===== src/rtl/id_ex_pipe_reg.sv =====
`default_nettype none
// ============================================================================
// Module  : id_ex_pipe_reg
// Brief   : ID->EX pipeline register with valid/ready handshake, flush and an
//           optional one-entry skid buffer (enable with `define ID_EX_SKID_EN).
// Revision: 1.0  initial release
// ============================================================================
module id_ex_pipe_reg #(
    parameter int XLEN   = 32,
    parameter int CTRL_W = 4,
    parameter int RA_W   = 5
) (
    input  logic              clk,
    input  logic              rst,
    input  logic              cu_flush_i,
    input  logic              id_valid_i,
    output logic              id_ready_o,
    input  logic [XLEN-1:0]   id_op_a_i,
    input  logic [XLEN-1:0]   id_op_b_i,
    input  logic [XLEN-1:0]   id_pc_i,
    input  logic [CTRL_W-1:0] id_alu_ctrl_i,
    input  logic [RA_W-1:0]   id_rd_i,
    input  logic              id_wb_en_i,
    output logic              ex_valid_o,
    input  logic              ex_ready_i,
    output logic [XLEN-1:0]   ex_op_a_o,
    output logic [XLEN-1:0]   ex_op_b_o,
    output logic [XLEN-1:0]   ex_pc_o,
    output logic [CTRL_W-1:0] ex_alu_ctrl_o,
    output logic [RA_W-1:0]   ex_rd_o,
    output logic              ex_wb_en_o
);

    typedef struct packed {
        logic [XLEN-1:0]   op_a;
        logic [XLEN-1:0]   op_b;
        logic [XLEN-1:0]   pc;
        logic [CTRL_W-1:0] alu_ctrl;
        logic [RA_W-1:0]   rd;
        logic              wb_en;
    } payload_t;

    typedef enum logic [0:0] {
        EMPTY = 1'b0,
        FULL  = 1'b1
    } state_t;

    state_t   m_state;
    state_t   m_state_nxt;
    payload_t m_data;
    payload_t m_next_data;
    payload_t in_data;
    logic     m_load;
    logic     m_load_in;
    logic     in_xfer;
    logic     out_xfer;

    assign in_data  = {id_op_a_i, id_op_b_i, id_pc_i, id_alu_ctrl_i, id_rd_i, id_wb_en_i};
    assign in_xfer  = id_valid_i && id_ready_o;
    assign out_xfer = (m_state == FULL) && ex_ready_i;

`ifdef ID_EX_SKID_EN
    logic     s_valid;
    logic     s_valid_nxt;
    payload_t s_data;
    logic     m_load_s;
    logic     s_load;

    // Ready comes straight from a flop, breaking the ex_ready_i -> id_ready_o path.
    assign id_ready_o  = !s_valid;
    assign m_load      = m_load_in || m_load_s;
    assign m_next_data = m_load_s ? s_data : in_data;

    always_comb begin
        m_state_nxt = m_state;
        s_valid_nxt = s_valid;
        m_load_in   = 1'b0;
        m_load_s    = 1'b0;
        s_load      = 1'b0;
        if (cu_flush_i) begin
            m_state_nxt = EMPTY;
            s_valid_nxt = 1'b0;
        end else if (m_state == EMPTY) begin
            if (in_xfer) begin
                m_load_in   = 1'b1;
                m_state_nxt = FULL;
            end
        end else if (out_xfer) begin
            if (s_valid) begin
                // Skid entry is older than the input; it moves up first.
                m_load_s    = 1'b1;
                s_load      = in_xfer;
                s_valid_nxt = in_xfer;
            end else if (in_xfer) begin
                m_load_in = 1'b1;
            end else begin
                m_state_nxt = EMPTY;
            end
        end else if (in_xfer) begin
            s_load      = 1'b1;
            s_valid_nxt = 1'b1;
        end
    end

    always_ff @(posedge clk) begin
        if (rst) begin
            s_valid <= 1'b0;
            s_data  <= '0;
        end else begin
            s_valid <= s_valid_nxt;
            if (s_load) begin
                s_data <= in_data;
            end
        end
    end
`else
    assign id_ready_o  = (m_state == EMPTY) || ex_ready_i;
    assign m_load      = m_load_in;
    assign m_next_data = in_data;

    always_comb begin
        m_state_nxt = m_state;
        m_load_in   = 1'b0;
        if (cu_flush_i) begin
            m_state_nxt = EMPTY;
        end else if (in_xfer) begin
            m_load_in   = 1'b1;
            m_state_nxt = FULL;
        end else if (out_xfer) begin
            m_state_nxt = EMPTY;
        end
    end
`endif

    // Payload is only cleared by reset; flush and drain leave it in place.
    always_ff @(posedge clk) begin
        if (rst) begin
            m_state <= EMPTY;
            m_data  <= '0;
        end else begin
            m_state <= m_state_nxt;
            if (m_load) begin
                m_data <= m_next_data;
            end
        end
    end

    assign ex_valid_o    = (m_state == FULL);
    assign ex_op_a_o     = m_data.op_a;
    assign ex_op_b_o     = m_data.op_b;
    assign ex_pc_o       = m_data.pc;
    assign ex_alu_ctrl_o = m_data.alu_ctrl;
    assign ex_rd_o       = m_data.rd;
    assign ex_wb_en_o    = m_data.wb_en & ex_valid_o;

endmodule
`default_nettype wire


===== config.mk =====
export PLATFORM = sky130hd
export DESIGN_NAME = id_ex_pipe_reg
export DESIGN_NICKNAME = d
export VERILOG_FILES = /design/src/rtl/id_ex_pipe_reg.sv
export SDC_FILE = /design/constraint.sdc
export NUM_CORES = 1
export LEC_CHECK = 0
export ABC_AREA = 1
export CAP_MARGIN = 20
export CELL_PAD_IN_SITES_DETAIL_PLACEMENT = 1
export CELL_PAD_IN_SITES_GLOBAL_PLACEMENT = 1
export CORE_ASPECT_RATIO = 2
export CORE_MARGIN = 5
export CORE_UTILIZATION = 30
export CTS_BUF_LIST = sky130_fd_sc_hd__clkbuf_16
export DETAILED_ROUTE_END_ITERATION = 12
export PLACE_DENSITY = 0.78
export SKIP_LAST_GASP = 1
export SLEW_MARGIN = 20
export SYNTH_ARGS = -nofsm -noshare
export SYNTH_HDL_FRONTEND = slang
export SYNTH_SLANG_ARGS = --single-unit

===== constraint.sdc =====
create_clock -name clk -period 1.4 [get_ports clk]
set_clock_uncertainty 0.2 [all_clocks]
set_input_delay 0.28 -clock clk [delete_from_list [all_inputs] [get_ports clk]]
set_output_delay 0.28 -clock clk [all_outputs]
set_load 0.05 [all_outputs]

# ---- Word level (Yosys, flattened, before mapping)
# Index checks and enable logic that the tools add are counted.
dict set report word_totals {
  register_bits 107
  input_bits 111
  output_inout_bits 108
  wordCells 18
}
dict set report classes {
  muxes 4
  bitwise_logic 2
  n_reduce_logical 5
}
# op n
set op_table {}
lappend op_table {{1-bit two-way mux} 4}
lappend op_table {{1-bit logical AND} 2}
lappend op_table {{2-bit nonzero test} 1}
lappend op_table {{2-bit OR reduction} 1}
lappend op_table {{1-bit AND} 1}
lappend op_table {{1-bit logical OR} 1}
lappend op_table {{1-bit NOT} 1}

# ---- Logic depth before layout (Yosys ltp)
# Gate-level depths: netlist (run 1).
dict set report depth {
  word_depth 5
  ltp_mapped 7
  ltp_nobuf 5
}

# ---- Least setup slack after synthesis (run 1)
# Ideal clock, no wire load.
dict set report synth_path {
  path_type {flip-flop to flip-flop}
  from {register m_state, in the netlist ex_valid_o}
  to {register m_data (netlist bit ex_op_a_o[14])}
  setup_ps 115
  arrival_time_ps 1446
  required_time_ps 1085
  path_slack_ps -361
  stages_incl_launch_ff 6
  n_path_buf 2
  synth_period_minus_slack_ps 1761
  cell_sequence {dfxtp_1 nand2_2 buf_2 buf_2 a21oi_1 nor2_1}
}
dict set report synth_via {
  elab_chain_cells 5
}
# element line
set synth_lines {}
lappend synth_lines {{start: declaration} 48} ;# state_t m_state;
lappend synth_lines {{start signal: assignment} 141} ;# m_state <= m_state_nxt;
lappend synth_lines {{1-bit NOT} 117} ;# assign id_ready_o = (m_state == EMPTY) || ex_ready_i;
lappend synth_lines {{1-bit logical OR} 117}
lappend synth_lines {{net id_ready_o} 17} ;# output logic id_ready_o,
lappend synth_lines {{1-bit logical AND} 59} ;# assign in_xfer = id_valid_i && id_ready_o;
lappend synth_lines {{1-bit two-way mux} 126} ;# end else if (in_xfer) begin
lappend synth_lines {{1-bit two-way mux} 124} ;# if (cu_flush_i) begin
lappend synth_lines {{end signal: assignment} 143} ;# m_data <= m_next_data;
lappend synth_lines {{end: declaration} 50} ;# payload_t m_data;
# The timed path passes the listed nets, and every way through them passes these cells.
# A chain may end at the register's enable or synchronous reset.

# ---- Worst setup path after layout (run 1)
dict set report layout_path {
  from {register m_state, in the netlist ex_valid_o}
  to {output port id_ready_o}
}
dict set report layout_via {
  elab_chain_cells 2
}
# element line
set layout_lines {}
lappend layout_lines {{1-bit NOT} 117}
lappend layout_lines {{1-bit logical OR} 117}
lappend layout_lines {{end: declaration} 17}
# Every way passes these cells.

==> results.rst, run 1 <==
.. list-table::
   :header-rows: 1

   * - Metric
     - Value
   * - Synth Warn #
     - 0
   * - RSZ-0062 raised after global routing
     - yes
   * - Residual DRC
     - 0
   * - Met1 layer usage reported by global route
     - 17.2%
   * - Cell count after synthesis
     - 808
   * - Area of the mapped netlist
     - ~0.0055 mm2
   * - Most crowded layer after global routing
     - met2
   * - Highest clock rate
     - about 650 MHz
   * - Largest incremental delay on the critical path
     - 390 ps
   * - Top library cells by usage in the layout, fill and taps aside
     - sky130_fd_sc_hd__buf_12 (125), sky130_fd_sc_hd__nand2_1 (107), sky130_fd_sc_hd__clkdlybuf4s50_1 (107), sky130_fd_sc_hd__inv_1 (106), sky130_fd_sc_hd__nand3_1 (106)
   * - Routability congestion estimate from global placement
     - approximately 0.76
   * - Worst slew margin relative to its limit
     - 84.6%
   * - Average cell area after synthesis
     - 6.82 um2
   * - Area growth from synthesis to layout
     - 67.1%
   * - Final setup violating endpoints
     - 63
   * - Global-route wire length before repair
     - 29.8 mm
   * - FF-to-FF setup slack
     - -110 ps
   * - Critical Path Sink Type
     - output port
   * - CTS tree
     - yes
   * - Worst Slack Setup Final
     - -143 ps
   * - Filler cell count
     - roughly 2.1k
   * - Least-Margin Pin Slew
     - 231 ps
   * - Portion of the clock cycle consumed by the worst path in the final layout
     - 110%
   * - Clock latency on the worst-skew pair
     - 340 ps
   * - Worst Path Class, Setup
     - reg -> out
   * - Max Root-Sink Buffers
     - 2
   * - Initial antenna violation count
     - 1
   * - Required time worst endpoint
     - 920 ps
   * - Total count of max-transition violations in the final report
     - 0
   * - Slowest cell on the critical path
     - sky130_fd_sc_hd__dfxtp_4
   * - Minimum period implied by the final worst setup slack
     - 1540 ps
   * - Sequential cell area
     - ~0.0022 mm2
   * - Arrival time worst endpoint
     - between 1000 and 1500 ps
   * - Total via count in the routed design
     - 5250
   * - Estimated wirelength of the detail-placed design
     - 13.4 mm
   * - Share of cells above drive strength 1
     - 25.6%
   * - Number of top-level design ports
     - approximately 220
   * - Via count of the first global-routing pass
     - 5553
   * - Antenna-violating nets left
     - 0
   * - Detail-routed net length per standard cell
     - approximately 17 um
   * - Synth unique cells
     - 14
   * - Count of state elements after synthesis
     - 107
   * - Cell chain of the critical path
     - nand2_8 > buf_12 > buf_12
   * - Sum of routed wire length over all layers
     - 19.4 mm
   * - Starting Density
     - 30.2%
   * - Count of max-cap constraint violations
     - 0
   * - Violated checks
     - setup timing
   * - Number of clock sinks
     - 107
   * - DRC violation total after the first TritonRoute iteration
     - around 150
   * - Std cell rows
     - 70
   * - Startpoint types
     - register
   * - Crit Path Max Fanout
     - 4
   * - Leakage Power
     - 0.00425 uW
   * - Post-Route Hold Slack
     - 112 ps
   * - Multi-input gate area
     - a little under 0.002 mm2
   * - Setup_tns
     - -3420 ps
   * - Clk Tree Root Cell
     - sky130_fd_sc_hd__clkbuf_16
   * - First-pass DRT Iterations
     - 4
   * - CORE AREA
     - 0.0182 mm2
   * - Floorplan die height
     - about 200 um
   * - Number of nets in the finished design
     - 1033
   * - Count of buffers inserted at the top-level ports
     - about 220
   * - Maximum ir drop on the vdd rail
     - 0.000511 V
   * - GR Util All Layers
     - 18.0%
   * - Residual overflow from global routing
     - 0
   * - Share of the yosys chip area belonging to registers
     - 38.9%
   * - Most frequent standard cell in the layout excluding fill and tap cells
     - sky130_fd_sc_hd__buf_12
   * - GR Util met2
     - around 34%
   * - Post-place setup slack
     - -545 ps
   * - Most frequent cell on the critical path
     - sky130_fd_sc_hd__buf_12
   * - Die area
     - 0.0213 mm2
   * - Die Width
     - between 100 and 150 um
   * - H-tree levels
     - 3
   * - Power Dens Cells
     - roughly 1000 mW/mm2
   * - Per-cell via count in the routed design
     - 4.59
   * - Register clock-pin slew on the reported worst setup and hold paths
     - 70 ps
   * - Hold_buf cts
     - 0
   * - Kind of path behind the tightest hold check
     - in -> reg
   * - Synthesized net count
     - 919
   * - Met3 capacity usage during global routing
     - 3.82%
   * - Status
     - complete, but fails checks
   * - Pin count of the biggest net entering global routing
     - 36
   * - Final hold violation count
     - 0
   * - Num CTS Buffers
     - 9
## report_power, final
part	leakage (uW)	switching, uW	internal [uW]
Sequential	0.000899	230	3270
Clock	0.000147	1180	1480
Combinational	0.00320	1400	1430
Total	0.00425	2810	6180
## cell usage after synthesis (all sizes together)
cell type    n  share of area (%)
clkbuf       8               0.55
nand2      108                7.4
nor3         1              0.091
a21oi      107                9.7
dfxtp      107                 39
nand3      106                9.6
nor2       107                7.4
buf        154                 19
inv        110                7.5
## metrics by stage
step / instances / cell area (um2) / util [%] / power, uW
after floorplan: 808 / 5520 / - / 5010
after global placement: 1112 / 8450 / 46.4 / 6210
after detailed placement: 1112 / 8450 / 46.4 / 6270
after CTS: 1142 / 9090 / 49.9 / 9060
after global routing: 1143 / 9200 / 50.5 / 9360
final: 1143 / 9200 / 50.5 / 8990
## timing repair
action                     in CTS  in global routing
setup endpoints to repair     113                144
pin swaps                       2                  1
gates cloned                    8                  0
resized for setup              18                 57
buffers inserted                7                  0
## metal layers
layer  part of all wire [%]  up-vias
met5                      0        -
met4                    5.2        0
met3                    4.7       50
met2                     56      147
met1                     34     2435
li1                       -     2618
## cell families after synthesis
group                  synth area share, %
buffers and inverters                 26.8
AND/OR/NAND/NOR                       24.6
flip-flops                            38.9
AO/OA/AOI/OAI                         9.72
## sequential cells by signal, indices dropped and copies added (netlist names)
name           count
ex_op_a_o         32
ex_op_b_o         32
ex_pc_o           32
ex_rd_o            5
ex_alu_ctrl_o      4
ex_valid_o         1
m_data             1
## critical path, delay by kind of cell, from the launching register on
kind | cells | cell delay, ps
AND/OR/NAND/NOR | 1 | 60
buffers and inverters | 2 | 270
flip-flops | 1 | 390
## cell type report
| class | instances | area share [%] |
|---|---|---|
| repair buffers | 265 | 44.0 |
| clock buffers | 10 | 2.72 |
| well taps | 216 | 2.94 |
| inverters | 110 | 4.50 |
| clock inverters | 5 | 0.558 |
| flip-flops and latches | 107 | 23.9 |
| diodes | 1 | 0.0272 |
| multi-input cells | 429 | 21.4 |
## final timing paths
kind,to,start,cells past startpoint
hold / removal,ex_valid_o,cu_flush_i,2
setup / recovery,id_ready_o,ex_valid_o,3
hold reg to reg,m_data[0],m_data[0],2
setup reg to reg,ex_pc_o[31],ex_valid_o,6
(Power assumes the default switching activity.)
==> run 2: changes to the inputs <==
==> constraint.sdc (replaced) <==
create_clock -name clk -period 1.4 [get_ports clk]
set_clock_uncertainty 0.2 [all_clocks]
set_input_delay 0.28 -clock clk [delete_from_list [all_inputs] [get_ports clk]]
set_output_delay 0.28 -clock clk [all_outputs]
set_load 0.1 [all_outputs]
==> results.rst, run 2 (synthesized netlist as in run 1, its figures left out) <==
.. list-table::
   :header-rows: 1

   * - Metric
     - Value
   * - Initial antenna violation count
     - 5
   * - GR Util All Layers
     - 17.9%
   * - Least-Margin Pin Slew
     - 208 ps
   * - Clock latency on the worst-skew pair
     - around 360 ps
   * - Register-to-Register Path Depth
     - 7
   * - Critical Path Sink Type
     - output port
   * - Num CTS Buffers
     - 9
   * - Highest clock rate
     - 650 MHz
   * - Global-route wire length before repair
     - 29.9 mm
   * - Post-Route Hold Slack
     - 151 ps
   * - Final hold violation count
     - 0
   * - H-tree levels
     - 3
   * - RSZ-0062 raised after global routing
     - yes
   * - Clk Tree Root Cell
     - sky130_fd_sc_hd__clkbuf_16
   * - DRC violation total after the first TritonRoute iteration
     - 143
   * - Total count of max-transition violations in the final report
     - 0
   * - Reg-to-reg endpoint
     - ex_op_b_o[23]
   * - Max Root-Sink Buffers
     - 2
   * - Register clock-pin slew on the reported worst setup and hold paths
     - 80 ps
   * - Die area
     - 0.0213 mm2
   * - Detail-routed net length per standard cell
     - 18.4 um
   * - Estimated wirelength of the detail-placed design
     - 13.9 mm
   * - Number of nets in the finished design
     - around 1.1k
   * - Arrival time worst endpoint
     - 1060 ps
   * - Residual DRC
     - 0
   * - Multi-input gate area
     - 0.00224 mm2
   * - Top library cells by usage in the layout, fill and taps aside
     - sky130_fd_sc_hd__buf_12 (127), sky130_fd_sc_hd__inv_1 (109), sky130_fd_sc_hd__clkdlybuf4s50_1 (107), sky130_fd_sc_hd__nand2_1 (106), sky130_fd_sc_hd__nor2_1 (104)
   * - Antenna-violating nets left
     - 0
   * - Violated checks
     - setup timing
   * - Die Width
     - 106 um
   * - Number of clock sinks
     - around 110
   * - Startpoint types
     - register
   * - First-pass DRT Iterations
     - 4
   * - Share of cells above drive strength 1
     - 40.4%
   * - Via count of the first global-routing pass
     - 5549
   * - Starting Density
     - 30.2%
   * - Std cell rows
     - 70
   * - Maximum ir drop on the vdd rail
     - 0.000530 V
   * - FF-to-FF setup slack
     - -50 ps
   * - Min-Delay Endpoint
     - ex_valid_o
   * - Worst Hold Path Cells
     - 3
   * - CTS tree
     - yes
   * - Number of top-level design ports
     - between 200 and 250
   * - Worst Path Class, Setup
     - reg -> out
   * - CORE AREA
     - 0.0182 mm2
   * - Final non-filler cell total
     - about 1.2k
   * - Residual overflow from global routing
     - 0
   * - Count of max-cap constraint violations
     - 0
   * - Routability congestion estimate from global placement
     - 0.801
   * - Count of buffers inserted at the top-level ports
     - 218
   * - Area growth from synthesis to layout
     - 79.5%
   * - Sum of routed wire length over all layers
     - 21.6 mm
   * - Source of the worst register-to-register timing path
     - ex_valid_o
   * - Power Dens Cells
     - approximately 980 mW/mm2
   * - Setup_tns
     - -890 ps
   * - Startpoint of the worst hold path
     - id_valid_i
   * - Minimum period implied by the final worst setup slack
     - 1540 ps
   * - Status
     - complete, but fails checks
   * - Total instance count after detailed placement
     - 1124
   * - Sequential cell area
     - around 0.0023 mm2
   * - Required time worst endpoint
     - 920 ps
   * - Pin count of the biggest net entering global routing
     - 52
   * - Filler cell count
     - 2024
   * - Final setup violating endpoints
     - 28
   * - Leakage Power
     - 0.00452 uW
   * - Per-cell via count in the routed design
     - 4.68
   * - Floorplan die height
     - 202 um
   * - Total via count in the routed design
     - 5501
   * - Kind of path behind the tightest hold check
     - in -> reg
   * - Portion of the clock cycle consumed by the worst path in the final layout
     - 110%
   * - Crit Path Max Fanout
     - 3
   * - Worst slew margin relative to its limit
     - 86.1%
   * - Most frequent standard cell in the layout excluding fill and tap cells
     - sky130_fd_sc_hd__buf_12
   * - Worst Slack Setup Final
     - -138 ps
run 2: cell count changes in the layout (fill, tap and decap cells not counted), sizes merged:
cell	previous run	this run
dlygate4sd2	3	2
diode	1	5
bufinv	1	0
clkbuf	10	17
dlymetal6s2s	0	1
inv	109	111
clkinv	4	5
buf	150	174
bufbuf	5	1
run 2: cell type report:
class                      instances  area share, %
timing repair buffer             293           44.2
sequential                       107           23.4
multi-input combinational        429           22.7
inverter                         110           4.23
tap                              216           2.73
clock buffer                       9           2.28
clock inverter                     7          0.291
antenna                            5          0.127
run 2: metal layers:
metal / routed length (um) / vias up / global-route usage (%)
li1: - / 2682 / -
met3: 975 / 46 / 3.76
met2: 12300 / 164 / 34.4
met5: 0 / - / 0
met4: 1090 / 0 / 10.5
met1: 7290 / 2609 / 17.1
run 2: worst max-delay path by stage:
stage	startpoint	endpoint	slack (ps)
2_1_floorplan	ex_valid_o	id_ready_o	-60
3_3_place_gp	id_valid_i	ex_op_b_o[28]	-440
3_5_place_dp	id_valid_i	ex_op_a_o[20]	-480
4_1_cts	ex_valid_o	ex_wb_en_o	-150
5_1_grt	ex_valid_o	ex_wb_en_o	-180
6_report	ex_valid_o	ex_wb_en_o	-140
run 2: stage by stage:
stage | cell area, um2 | power (uW) | setup slack [ps] | utilization [%]
after floorplan | 5620 | 5820 | -58.3 | -
final | 9890 | 9680 | -138 | 54.3
after global routing | 9890 | 10100 | -176 | 54.3
after CTS | 9150 | 9600 | -154 | 50.2
after detailed placement | 8590 | 7120 | -478 | 47.1
after global placement | 8590 | 7060 | -438 | 47.1
run 2: report_power, final:
| group | internal [uW] | total (uW) | switching (uW) |
|---|---|---|---|
| clock | 1170 | 2350 | 1180 |
| sequential | 3280 | 3540 | 250 |
| combinational | 1540 | 3790 | 2260 |
| total | 5990 | 9680 | 3690 |
run 2: repair_timing:
item,4_1_cts,5_1_grt
pin swaps,3,36
hold buffers,0,0
cloned,4,12
hold endpoints to repair,0,0
buffers inserted,3,12
endpoints found under the setup margin,205,140
gates resized for setup,121,101
run 2: worst max-delay path, stage by stage (launching register included):
cell and delay [ps]:
sky130_fd_sc_hd__dfxtp_4 400, sky130_fd_sc_hd__nand2_4 60, sky130_fd_sc_hd__clkinvlp_4 70, sky130_fd_sc_hd__buf_12 160
==> run 3: changes to the inputs <==
Settings changed: ABC_AREA 1 to unset, CORE_UTILIZATION 30 to 33, PLACE_DENSITY 0.78 to 0.79.
==> results.rst, run 3 <==
.. list-table::
   :header-rows: 1

   * - Metric
     - Value
   * - Total count of max-transition violations in the final report
     - 0
   * - Share of cells above drive strength 1
     - 38.8%
   * - Ant diodes
     - 0
   * - First-pass DRT Iterations
     - 4
   * - Critical Path Sink Type
     - register
   * - Most common cell in the synthesized netlist
     - sky130_fd_sc_hd__nand2b_1
   * - Final hold violation count
     - 0
   * - Average cell area after synthesis
     - between 9 and 10 um2
   * - Number of clock sinks
     - ~110
   * - Estimated wirelength of the detail-placed design
     - 12.2 mm
   * - CTS tree
     - yes
   * - Synth Warn #
     - 0
   * - Most area-hungry cell type in the Yosys netlist
     - sky130_fd_sc_hd__dfxtp_1
   * - Worst Slack Setup Final
     - -266 ps
   * - Post-place setup slack
     - -599 ps
   * - Portion of the clock cycle consumed by the worst path in the final layout
     - 119%
   * - Violated checks
     - setup timing
   * - Switching part of the total power
     - between 30% and 40%
   * - Synth unique cells
     - 13
   * - Basic-gate share of the synthesized area counting and, or, nand and nor cells
     - 24.5%
   * - FF-to-FF setup slack
     - -270 ps
   * - Detail-routed net length per standard cell
     - between 15 and 20 um
   * - Minimum period implied by the final worst setup slack
     - approximately 1700 ps
   * - Initial antenna violation count
     - 0
   * - Area of the mapped netlist
     - roughly 0.0056 mm2
   * - Most area-consuming cells after synthesis
     - sky130_fd_sc_hd__dfxtp_1 (38%), sky130_fd_sc_hd__nand2b_1 (24%), sky130_fd_sc_hd__mux2i_1 (19%)
   * - Startpoint types
     - register
   * - Via count of the first global-routing pass
     - 4563
   * - GR Util All Layers
     - 15.9%
   * - Area after DPL
     - 0.00831 mm2
   * - Cell-internal power
     - 6210 uW
   * - Area growth from synthesis to layout
     - 63.5%
   * - Worst slew margin relative to its limit
     - 77.9%
   * - Residual overflow from global routing
     - 0
   * - Clock latency on the worst-skew pair
     - 340 ps
   * - Count of max-cap constraint violations
     - 0
   * - Clk Tree Root Cell
     - sky130_fd_sc_hd__clkbuf_16
   * - Top library cells by usage in the layout, fill and taps aside
     - sky130_fd_sc_hd__nand2b_1 (212), sky130_fd_sc_hd__buf_12 (115), sky130_fd_sc_hd__clkdlybuf4s50_1 (108), sky130_fd_sc_hd__mux2i_1 (98), sky130_fd_sc_hd__dfxtp_2 (98)
   * - Least-Margin Pin Slew
     - between 300 and 400 ps
   * - Antenna-violating nets left
     - 0
   * - Required time worst endpoint
     - 1460 ps
   * - Total via count in the routed design
     - 4022
   * - Status
     - complete, but fails checks
   * - Std cell rows
     - 67
   * - Switch Pwr
     - 2870 uW
   * - Fraction of the mapped netlist area in compound gates
     - 0%
   * - Num CTS Buffers
     - 9
   * - Asr flop ratio synth
     - 0%
   * - Sum of routed wire length over all layers
     - 16.2 mm
   * - Final setup violating endpoints
     - roughly 110
   * - Part of the total power dissipated in sequential elements
     - a little under two fifths
   * - Most numerous cell types in the synthesized netlist
     - sky130_fd_sc_hd__nand2b_1 (212), sky130_fd_sc_hd__buf_4 (112), sky130_fd_sc_hd__dfxtp_1 (107)
   * - Max Root-Sink Buffers
     - 2
   * - DRC violation total after the first TritonRoute iteration
     - 89
   * - Most frequent standard cell in the layout excluding fill and tap cells
     - sky130_fd_sc_hd__nand2b_1
   * - Proportion of synthesized area in mux cells
     - a little under a fifth
   * - Count of buffers inserted at the top-level ports
     - 218
   * - Number of synthesized flops with an enable pin
     - 0
   * - Worst Path Class, Setup
     - reg -> reg
   * - Relative contribution of combinational cells to total power
     - 31.2%
   * - Power Dens Cells
     - 997 mW/mm2
   * - Leakage Power
     - 0.00350 uW
   * - Dominant combinational cell family by area after synthesis
     - simple AND/OR/NAND/NOR gates
   * - Crit Path Max Fanout
     - 5
   * - Cell count after synthesis
     - ~570
   * - Register clock-pin slew on the reported worst setup and hold paths
     - about 70 ps
   * - Highest clock rate
     - around 600 MHz
   * - Residual DRC
     - 0
   * - Die Width
     - 102 um
   * - RSZ-0062 raised after global routing
     - yes
   * - Post-Route Hold Slack
     - between 200 and 300 ps
   * - Count of state elements after synthesis
     - approximately 110
   * - Kind of path behind the tightest hold check
     - in -> reg
   * - Arrival time worst endpoint
     - 1730 ps
   * - Global-route wire length before repair
     - 24.2 mm
   * - Maximum ir drop on the vdd rail
     - about 0.00054 V
   * - Pin count of the biggest net entering global routing
     - between 100 and 150
   * - Floorplan die height
     - 194 um
   * - Starting Density
     - between 30% and 40%
   * - Per-cell via count in the routed design
     - ~4.5
   * - Top-area cell type share of the netlist area
     - about two fifths
   * - Hold_buf cts
     - 0
   * - H-tree levels
     - 3
   * - Final non-filler cell total
     - 902
   * - Post-route cell area
     - between 0.009 and 0.01 mm2
   * - Number of nets in the finished design
     - 801
   * - Synthesized net count
     - 682
   * - Relative contribution of the clock network to total power
     - 31.3%
   * - Routability congestion estimate from global placement
     - 0.759
   * - Number of top-level design ports
     - roughly 220
   * - Fraction of synthesized cell area in xor and xnor cells
     - 0%
   * - Die area
     - 0.0197 mm2
   * - Share of the yosys chip area belonging to registers
     - 38.4%
   * - CORE AREA
     - 0.0167 mm2
   * - Dominant register cell in the synthesized netlist
     - sky130_fd_sc_hd__dfxtp_1
   * - Adder-Cell Fraction of Synth Area
     - 0%
   * - Total instance count after detailed placement
     - 871
## run 3: cell count changes in the layout (fill, tap and decap cells not counted), moves of 9 or more
cell                       change
sky130_fd_sc_hd__buf_12       -12
sky130_fd_sc_hd__dfxtp_4       -9
sky130_fd_sc_hd__nand3_2      -15
sky130_fd_sc_hd__mux2i_1      +98
sky130_fd_sc_hd__nand3_1      -91
sky130_fd_sc_hd__nand2_1     -106
sky130_fd_sc_hd__inv_1       -106
sky130_fd_sc_hd__buf_4        -21
sky130_fd_sc_hd__nor2_1      -103
sky130_fd_sc_hd__a21oi_2      -58
sky130_fd_sc_hd__nand2b_1    +212
sky130_fd_sc_hd__a21oi_1      -46
## run 3: worst paths after layout
| path | depth (start not counted) | from | to |
|---|---|---|---|
| setup / recovery | 6 | ex_valid_o | ex_op_b_o[3] |
| hold / removal | 3 | rst | ex_valid_o |
| setup reg to reg | 6 | ex_valid_o | ex_op_b_o[3] |
| hold reg to reg | 2 | ex_pc_o[7] | ex_pc_o[7] |
## run 3: layout make-up
cell class,instances,area [um2]
clock inverter,7,110
fill,1674,7570
clock buffer,9,225
sequential,107,2290
inverter,1,6.26
tap,207,259
multi-input combinational,323,2470
timing repair buffer,248,3750
## run 3: logic make-up after synthesis
kind of cell	count (synthesis)
flops	107
buf+inv	141
mux	106
simple gates	217
## run 3: timing repair
| item | CTS | global route |
|---|---|---|
| gates cloned | 1 | 5 |
| gates resized for setup | 109 | 25 |
| endpoints found under the setup margin | 214 | 133 |
| hold endpoints to repair | 0 | 0 |
| pin swaps | 0 | 1 |
| buffers inserted | 0 | 9 |
## run 3: critical path: stages (launching register included)
cell                        delay, ps
sky130_fd_sc_hd__dfxtp_4          340
sky130_fd_sc_hd__nor2b_4          130
sky130_fd_sc_hd__nor3b_4          250
sky130_fd_sc_hd__buf_4            170
sky130_fd_sc_hd__clkbuf_16        130
sky130_fd_sc_hd__buf_4            150
sky130_fd_sc_hd__mux2i_2          210
## run 3: per-layer routing
layer  GRT usage, %  part of all wire (%)  wire length, um  vias up
met5              0                     0                0        -
met3           4.00                   6.0              976       33
met1           14.3                    32             5130     1911
met2           31.1                    58             9420      146
met4           7.59                   4.0              643        0
li1               -                     -                -     1932
## run 3: through the flow
step                utilization (%)  total power, uW  TNS [ps]
floorplan                         -             5190    -20340
global placement               49.8             6130    -53530
detailed placement             49.8             6180    -55110
CTS                            52.9             9120    -17170
global route                   54.6             9430    -29620
finish                         54.6             9080    -23090
## run 3: power groups by stage
stage | registers (uW) | clock network, uW | logic, uW
floorplan | 3340 | 0 | 1850
global placement | 3440 | 0 | 2690
detailed placement | 3450 | 0 | 2730
CTS | 3420 | 2940 | 2770
global route | 3420 | 3070 | 2930
finish | 3410 | 2840 | 2830
